<file path="src/rtl/minibyte_bus_arbiter.sv">
// Round-robin arbiter sharing the external 7-bit address / 8-bit data bus between
// the CPU port and the debug loader port, one ADDR/ACCESS/RESP transaction at a time.
module minibyte_bus_arbiter #(
    parameter int unsigned WAIT_CYCLES = 1
) (
    input  logic       clk_in,
    input  logic       rst_in,
    input  logic       cpu_req,
    input  logic       cpu_we,
    input  logic [6:0] cpu_addr,
    input  logic [7:0] cpu_wdata,
    output logic       cpu_ack,
    input  logic       dbg_req,
    input  logic       dbg_we,
    input  logic [6:0] dbg_addr,
    input  logic [7:0] dbg_wdata,
    output logic       dbg_ack,
    output logic [7:0] rdata,
    output logic [6:0] bus_addr,
    output logic       bus_we,
    output logic [7:0] bus_wdata,
    output logic       bus_oe,
    input  logic [7:0] bus_rdata,
    output logic       busy
);

    typedef enum logic [1:0] {IDLE, ADDR, ACCESS, RESP} state_t;
    typedef enum logic {OWN_CPU, OWN_DBG} owner_t;

    localparam logic [3:0] WAIT_LOAD = 4'(WAIT_CYCLES);

    state_t     r_state;
    state_t     w_next_state;
    owner_t     r_owner;
    owner_t     r_last_grant;
    logic       r_we;
    logic [3:0] r_cnt;

    logic       w_start;
    logic       w_grant_cpu;
    logic       w_bus_we_nxt;
    logic       w_bus_oe_nxt;
    logic       w_cpu_ack_nxt;
    logic       w_dbg_ack_nxt;
    logic       w_busy_nxt;

    assign w_start     = cpu_req | dbg_req;
    assign w_grant_cpu = cpu_req & (~dbg_req | (r_last_grant == OWN_DBG));

    always_ff @(posedge clk_in) begin
        if (!rst_in) begin
            r_state <= IDLE;
        end else begin
            r_state <= w_next_state;
        end
    end

    always_comb begin
        w_next_state = r_state;
        case (r_state)
            IDLE:    if (w_start) w_next_state = ADDR;
            ADDR:    w_next_state = ACCESS;
            ACCESS:  if (r_cnt == 4'd0) w_next_state = RESP;
            RESP:    w_next_state = IDLE;
            default: w_next_state = IDLE;
        endcase
    end

    // Outputs are decoded from the next state so they are registered yet aligned with it.
    always_comb begin
        w_bus_we_nxt  = 1'b0;
        w_bus_oe_nxt  = 1'b0;
        w_cpu_ack_nxt = 1'b0;
        w_dbg_ack_nxt = 1'b0;
        w_busy_nxt    = (w_next_state != IDLE);
        if (w_next_state == ACCESS) begin
            w_bus_we_nxt = r_we;
            w_bus_oe_nxt = r_we;
        end
        if (w_next_state == RESP) begin
            w_cpu_ack_nxt = (r_owner == OWN_CPU);
            w_dbg_ack_nxt = (r_owner == OWN_DBG);
        end
    end

    always_ff @(posedge clk_in) begin
        if (!rst_in) begin
            bus_we  <= 1'b0;
            bus_oe  <= 1'b0;
            cpu_ack <= 1'b0;
            dbg_ack <= 1'b0;
            busy    <= 1'b0;
        end else begin
            bus_we  <= w_bus_we_nxt;
            bus_oe  <= w_bus_oe_nxt;
            cpu_ack <= w_cpu_ack_nxt;
            dbg_ack <= w_dbg_ack_nxt;
            busy    <= w_busy_nxt;
        end
    end

    // bus_addr/bus_wdata double as the latched request copies: loaded at grant, held after.
    always_ff @(posedge clk_in) begin
        if (!rst_in) begin
            r_owner      <= OWN_CPU;
            r_last_grant <= OWN_DBG;
            r_we         <= 1'b0;
            r_cnt        <= '0;
            bus_addr     <= '0;
            bus_wdata    <= '0;
            rdata        <= '0;
        end else begin
            case (r_state)
                IDLE: begin
                    if (w_start) begin
                        r_owner      <= w_grant_cpu ? OWN_CPU : OWN_DBG;
                        r_last_grant <= w_grant_cpu ? OWN_CPU : OWN_DBG;
                        r_we         <= w_grant_cpu ? cpu_we : dbg_we;
                        bus_addr     <= w_grant_cpu ? cpu_addr : dbg_addr;
                        bus_wdata    <= w_grant_cpu ? cpu_wdata : dbg_wdata;
                    end
                end
                ADDR: r_cnt <= WAIT_LOAD;
                ACCESS: begin
                    if (r_cnt != 4'd0) begin
                        r_cnt <= r_cnt - 4'd1;
                    end else if (!r_we) begin
                        rdata <= bus_rdata;
                    end
                end
                default: ;
            endcase
        end
    end

endmodule

</file>
<file path="config.mk">
export PLATFORM = sky130hd
export DESIGN_NAME = minibyte_bus_arbiter
export DESIGN_NICKNAME = d
export VERILOG_FILES = /design/src/rtl/minibyte_bus_arbiter.sv
export SDC_FILE = /design/constraint.sdc
export NUM_CORES = 1
export LEC_CHECK = 0
export ABC_CLOCK_PERIOD_IN_PS = 2600
export BUFFER_PORTS_ARGS = -buffer_cell sky130_fd_sc_hd__buf_2
export CAP_MARGIN = 20
export CORE_ASPECT_RATIO = 0.75
export CORE_MARGIN = 4
export CORE_UTILIZATION = 50
export DETAILED_ROUTE_END_ITERATION = 10
export GPL_ROUTABILITY_DRIVEN = 1
export GPL_TIMING_DRIVEN = 1
export HOLD_SLACK_MARGIN = 0.15
export PLACE_DENSITY = 0.84
export SYNTH_ARGS = -nofsm -noshare
export SYNTH_HDL_FRONTEND = slang
export SYNTH_SLANG_ARGS = --single-unit
</file>
<file path="constraint.sdc">
create_clock -name clk_in -period 2.6 [get_ports clk_in]
set_clock_uncertainty 0.1 [all_clocks]
set_input_delay 0.65 -clock clk_in [delete_from_list [all_inputs] [get_ports clk_in]]
set_output_delay 0.65 -clock clk_in [all_outputs]
set_load 0.005 [all_outputs]
</file>
Word-level counts from Yosys, hierarchy flattened
Index checks and enable logic that the tools add are counted.
- register bits after elaboration: 36
- latch bits: 0
- memory bits (writable): 0
- bits in read-only memories: 0
- output and inout port bits: 28
- word-level logic and storage cells: 45
- memories kept: 0
- $add $sub $neg: 1
- multiply operators: 0
- divide/modulo/power cells: 0
- $lt $le $gt $ge: 0
- eq/ne operators: 6
- shift operators: 0
- multiplexer cells: 9
- bitwise logic cells: 7
- reductions and logical operators: 10
- operator list (kind ; count):
    equality test 2 bit, second input constant ; 4
    two-way mux 8 bit ; 1
    one-hot mux 2 bit (4 select lines) ; 1
    one-hot mux 4 bit (2 select lines) ; 1
    AND reduction 2 bit ; 4
    two-way mux 7 bit ; 1
    zero test 4 bit ; 1
    two-way mux 2 bit ; 2
    two-way mux 4 bit ; 1
    inverter 1 bit ; 4
    nonzero test 2 bit ; 2
    nonzero test 4 bit ; 1
    subtractor 4 x 1 -> 4 bit, second input constant ; 1
    AND reduction 3 bit ; 1
    equality test 2 x 1 -> 1 bit, second input constant ; 1
    zero test 2 bit ; 1
    two-way mux 1 bit ; 2
    != test 2 bit, second input constant ; 1
    bitwise OR 1 bit ; 2
    AND 1 bit ; 1

Depth between registers and ports, before layout
- depth in word-level cells: 5
- mapped depth: 6

Worst setup path after synthesis
Ideal clock, no wire load.
- path kind: flip-flop to flip-flop
- start point: reg r_cnt[0]
- end point: reg r_cnt[0]
- data arrival time: 1.497 ns
- required time: 2.384 ns
- slack: 0.888 ns
- stages on the path, launching flop included: 7
- path buffers: 1
- cell sequence: dfxtp_1 > inv_1 > ha_1 > or3b_1 > buf_2 > mux2_4 > a31o_1
- cells in the longest elaborated chain, start to end: 3
- elaborated cells on any way between the ends: 6
- classes of those cells: 1 x add/sub; 1 x eq/ne; 2 x mux; 2 x reduce/logical
- RTL lines (item ; line ; text):
    start, declared ; 37 ; logic [3:0] r_cnt;
    start signal, assigned ; 126 ; r_cnt <= r_cnt - 4'd1;
    subtractor 4 x 1 -> 4 bit or nonzero test 4 bit (tied branches) ; 126, 125 ;
    two-way mux 4 bit or != test 2 bit (tied branches) ; n/a ;
    one-hot mux 4 bit (2 select lines) or AND reduction 2 bit (tied branches) ; n/a ;
Several ways; a longest one is shown, not always the timed one. The select of a mux whose other input is x is not followed.
A chain may end at the register's enable or synchronous reset.

Worst setup path after layout
Ends and elaborated chain as after synthesis.

==> qor.txt <==
Largest net degree at the start of global routing = 44
Post-CTS Repair Setup Buffers = 0
Status = completed
Layout cells sized above 1 = 32.5%
Placed instance area = 1970 µm²
Post-CTS Hold Fix Bufs = 0
Switch Pwr = 0.000700 W
Crit. End Element = flip-flop
HPWL Detailed = 2.81 mm
CP required = 2.67 ns
Vias in the first global route = 1347
Synth unique cells = 37
Initial antenna violation count = 0
Type of the worst setup path = reg -> reg
Reg power frac = 41.4%
Top FF cell, synth = dfxtp_1
Max Fclk = 549 MHz
Die width = 74.1 µm
Internal power = 0.00124 W
DRC errors left = 0
Initial Utilization = 53.8%
Total clock sinks = 36
Clock latency on the worst-skew pair = 0.28 ns
Routed WL = 3.95 mm
Overall Global Routing Usage = 18.2%
Port Buffer Count = 71
Max_slew headroom = 39.0%
Unrepaired setup endpoints after global routing = false
Final nets = 304
Avg Cell Area, Syn = 8.52 µm²
Setup-failing EPs final = 0
EDFF count, synth = 0
Fin Setup TNS = 0 ns
Root Driver = clkbuf_8
Power Density = 948 nW/µm²
Final ANT Viol Nets = 0
FFs w/ async S/R, synth = 0%
Die area = 4260 µm²
Post-cts sizing count = 0
CTS Buf Count = 5
Vias = 1590
Mapped Cells = 192
Most frequent cells in the layout = buf_2, o21ai_0, dfxtp_1
Routability cong. = 0.828
CP max FO = 6
Switching share of power = 36.0%
First-pass GRT wire length = 6.10 mm
DRT iter0 DRCs = 89
Crit-path slowest cell = or3b_1
Core ar. = 3040 µm²
Crit path time final = 1.82 ns
Clock buffer depth = 2
Maximum vdd drop = 0.497 mV
Leak = 0.922 nW
Clock power share = 18.4%
Routed WL per cell = 13.5 µm
Logic pwr share = 40.1%
Most common cell after layout, fill and taps aside = buf_2
Finished Cell Area = 2050 µm²
Row count = 17
Clock Pin Slew Worst Setup and Hold Paths = 0.07 ns
Largest stage delay, worst path = 0.47 ns
Ant diodes = 0
Max-slew violations = 0
Area growth from synthesis to layout = 25.3%
Register area share after synthesis = 44.0%
CP Cell Sequence = inv_1 -> ha_1 -> or3b_1 -> mux2_4 -> a31o_1
WP data arrival = 1.90 ns
I/O pin total = 72
H-tree depth = 2
Slew at the pin with the worst max-slew slack = 0.914 ns
Synth Cell Area = 1640 µm²
Max-Cap Viols = 0
Syn nets = 241
Synth Warn # = 0
Type of origin of the critical path = flip-flop
DR pass1 iterations = 4
CTS tree = yes
Via density = 5.43
Die Height = 57.5 µm
GRT overflow = 0
Yosys reg bits = 36
Tcrit/Tclk final = 70.1%
Final hold violation count = 0
Worst Hold Class = reg -> reg
[routing by layer]
| layer | vias to the layer above | wire length (µm) | global-route usage (%) |
|---|---|---|---|
| li1 | 811 | - | - |
| met1 | 713 | 1830 | 25.0 |
| met3 | 4 | 380 | 7.04 |
| met4 | 0 | 33 | 4.65 |
| met2 | 62 | 1710 | 26.5 |
| met5 | - | 0 | 0 |
[cell families (layout without fill, tap and decap cells)]
logic type                 Yosys count  in the layout  synth area share, %
DFF                                 36             36                 44.0
muxes                                9              9                 5.81
adders and majority gates            5              5                 3.82
buffers and inverters               21             84                 5.66
AOI/OAI and AO/OA                   80             80                 27.8
and+or+nand+nor                     41             41                 12.8
[metrics by stage]
step,utilization [%],setup WS [ns],hold slack [ns],instances,total power (W)
after floorplan,-,0.888,0.331,192,0.00134
after global placement,64.9,0.555,0.342,286,0.00158
after detailed placement,64.9,0.518,0.350,286,0.00159
after CTS,67.4,0.788,0.362,293,0.00195
after global routing,67.4,0.584,0.393,293,0.00208
final,67.4,0.778,0.358,293,0.00194
[sequential cells by signal, summed over array words and instances (netlist names)]
| signal | count |
|---|---|
| bus_addr | 7 |
| bus_oe | 1 |
| bus_wdata | 8 |
| busy | 1 |
| cpu_ack | 1 |
| dbg_ack | 1 |
| r_cnt | 4 |
| r_last_grant | 1 |
| r_owner | 1 |
| r_state | 2 |
| r_we | 1 |
| rdata | 8 |
[cells in the mapped netlist, types with 2 or more instances]
| master | instances | area (µm²) |
|---|---|---|
| a31oi_1 | 16 | 100 |
| nand4b_1 | 2 | 17.5 |
| o21ai_0 | 36 | 180 |
| nor2_1 | 6 | 22.5 |
| a21oi_1 | 17 | 85.1 |
| mux2i_1 | 8 | 80.1 |
| clkbuf_1 | 11 | 41.3 |
| a21boi_0 | 2 | 15.0 |
| o21a_1 | 2 | 15.0 |
| nor2b_1 | 2 | 12.5 |
| dfxtp_1 | 36 | 721 |
| nand2_1 | 19 | 71.3 |
| inv_1 | 5 | 18.8 |
| o21ai_1 | 2 | 10.0 |
| ha_1 | 5 | 62.6 |
| buf_2 | 2 | 10.0 |
[path summary, 6_finish.rpt]
| check | startpoint | to | slack, ns | cells past startpoint |
|---|---|---|---|---|
| max | r_cnt[0]$_SDFFE_PN0P_ | r_cnt[0]$_SDFFE_PN0P_ | 0.78 | 5 |
| min | rdata[0]$_SDFFE_PN0P_ | rdata[0]$_SDFFE_PN0P_ | 0.36 | 2 |
| max reg2reg | r_cnt[0]$_SDFFE_PN0P_ | r_cnt[0]$_SDFFE_PN0P_ | 0.78 | 5 |
| min reg2reg | rdata[0]$_SDFFE_PN0P_ | rdata[0]$_SDFFE_PN0P_ | 0.36 | 2 |
[final cells by class]
class | instances | area, µm²
Tap cell | 38 | 47.5
Clock inverter | 1 | 5.00
Multi-Input combinational cell | 135 | 823
Sequential cell | 36 | 721
Clock buffer | 6 | 72.6
Timing Repair Buffer | 72 | 363
Inverter | 5 | 18.8
Fill cell | 249 | 991
[power groups by stage]
stage	logic (W)	registers (W)	clock network, W
after floorplan	0.000531	0.000812	0
after global placement	0.000767	0.000809	0
after detailed placement	0.000775	0.000811	0
after CTS	0.000782	0.000804	0.000367
after global routing	0.000870	0.000824	0.000390
final	0.000780	0.000806	0.000359
[worst max-delay path: cells and delay by family, from the launching register on]
| family | cells | cell delay (ns) |
|---|---|---|
| DFF | 1 | 0.34 |
| AOI/OAI and AO/OA | 1 | 0.21 |
| adders and majority gates | 1 | 0.21 |
| buffers and inverters | 1 | 0.08 |
| and+or+nand+nor | 1 | 0.47 |
| muxes | 1 | 0.31 |
Note: power is estimated with default switching activity, not from simulation.
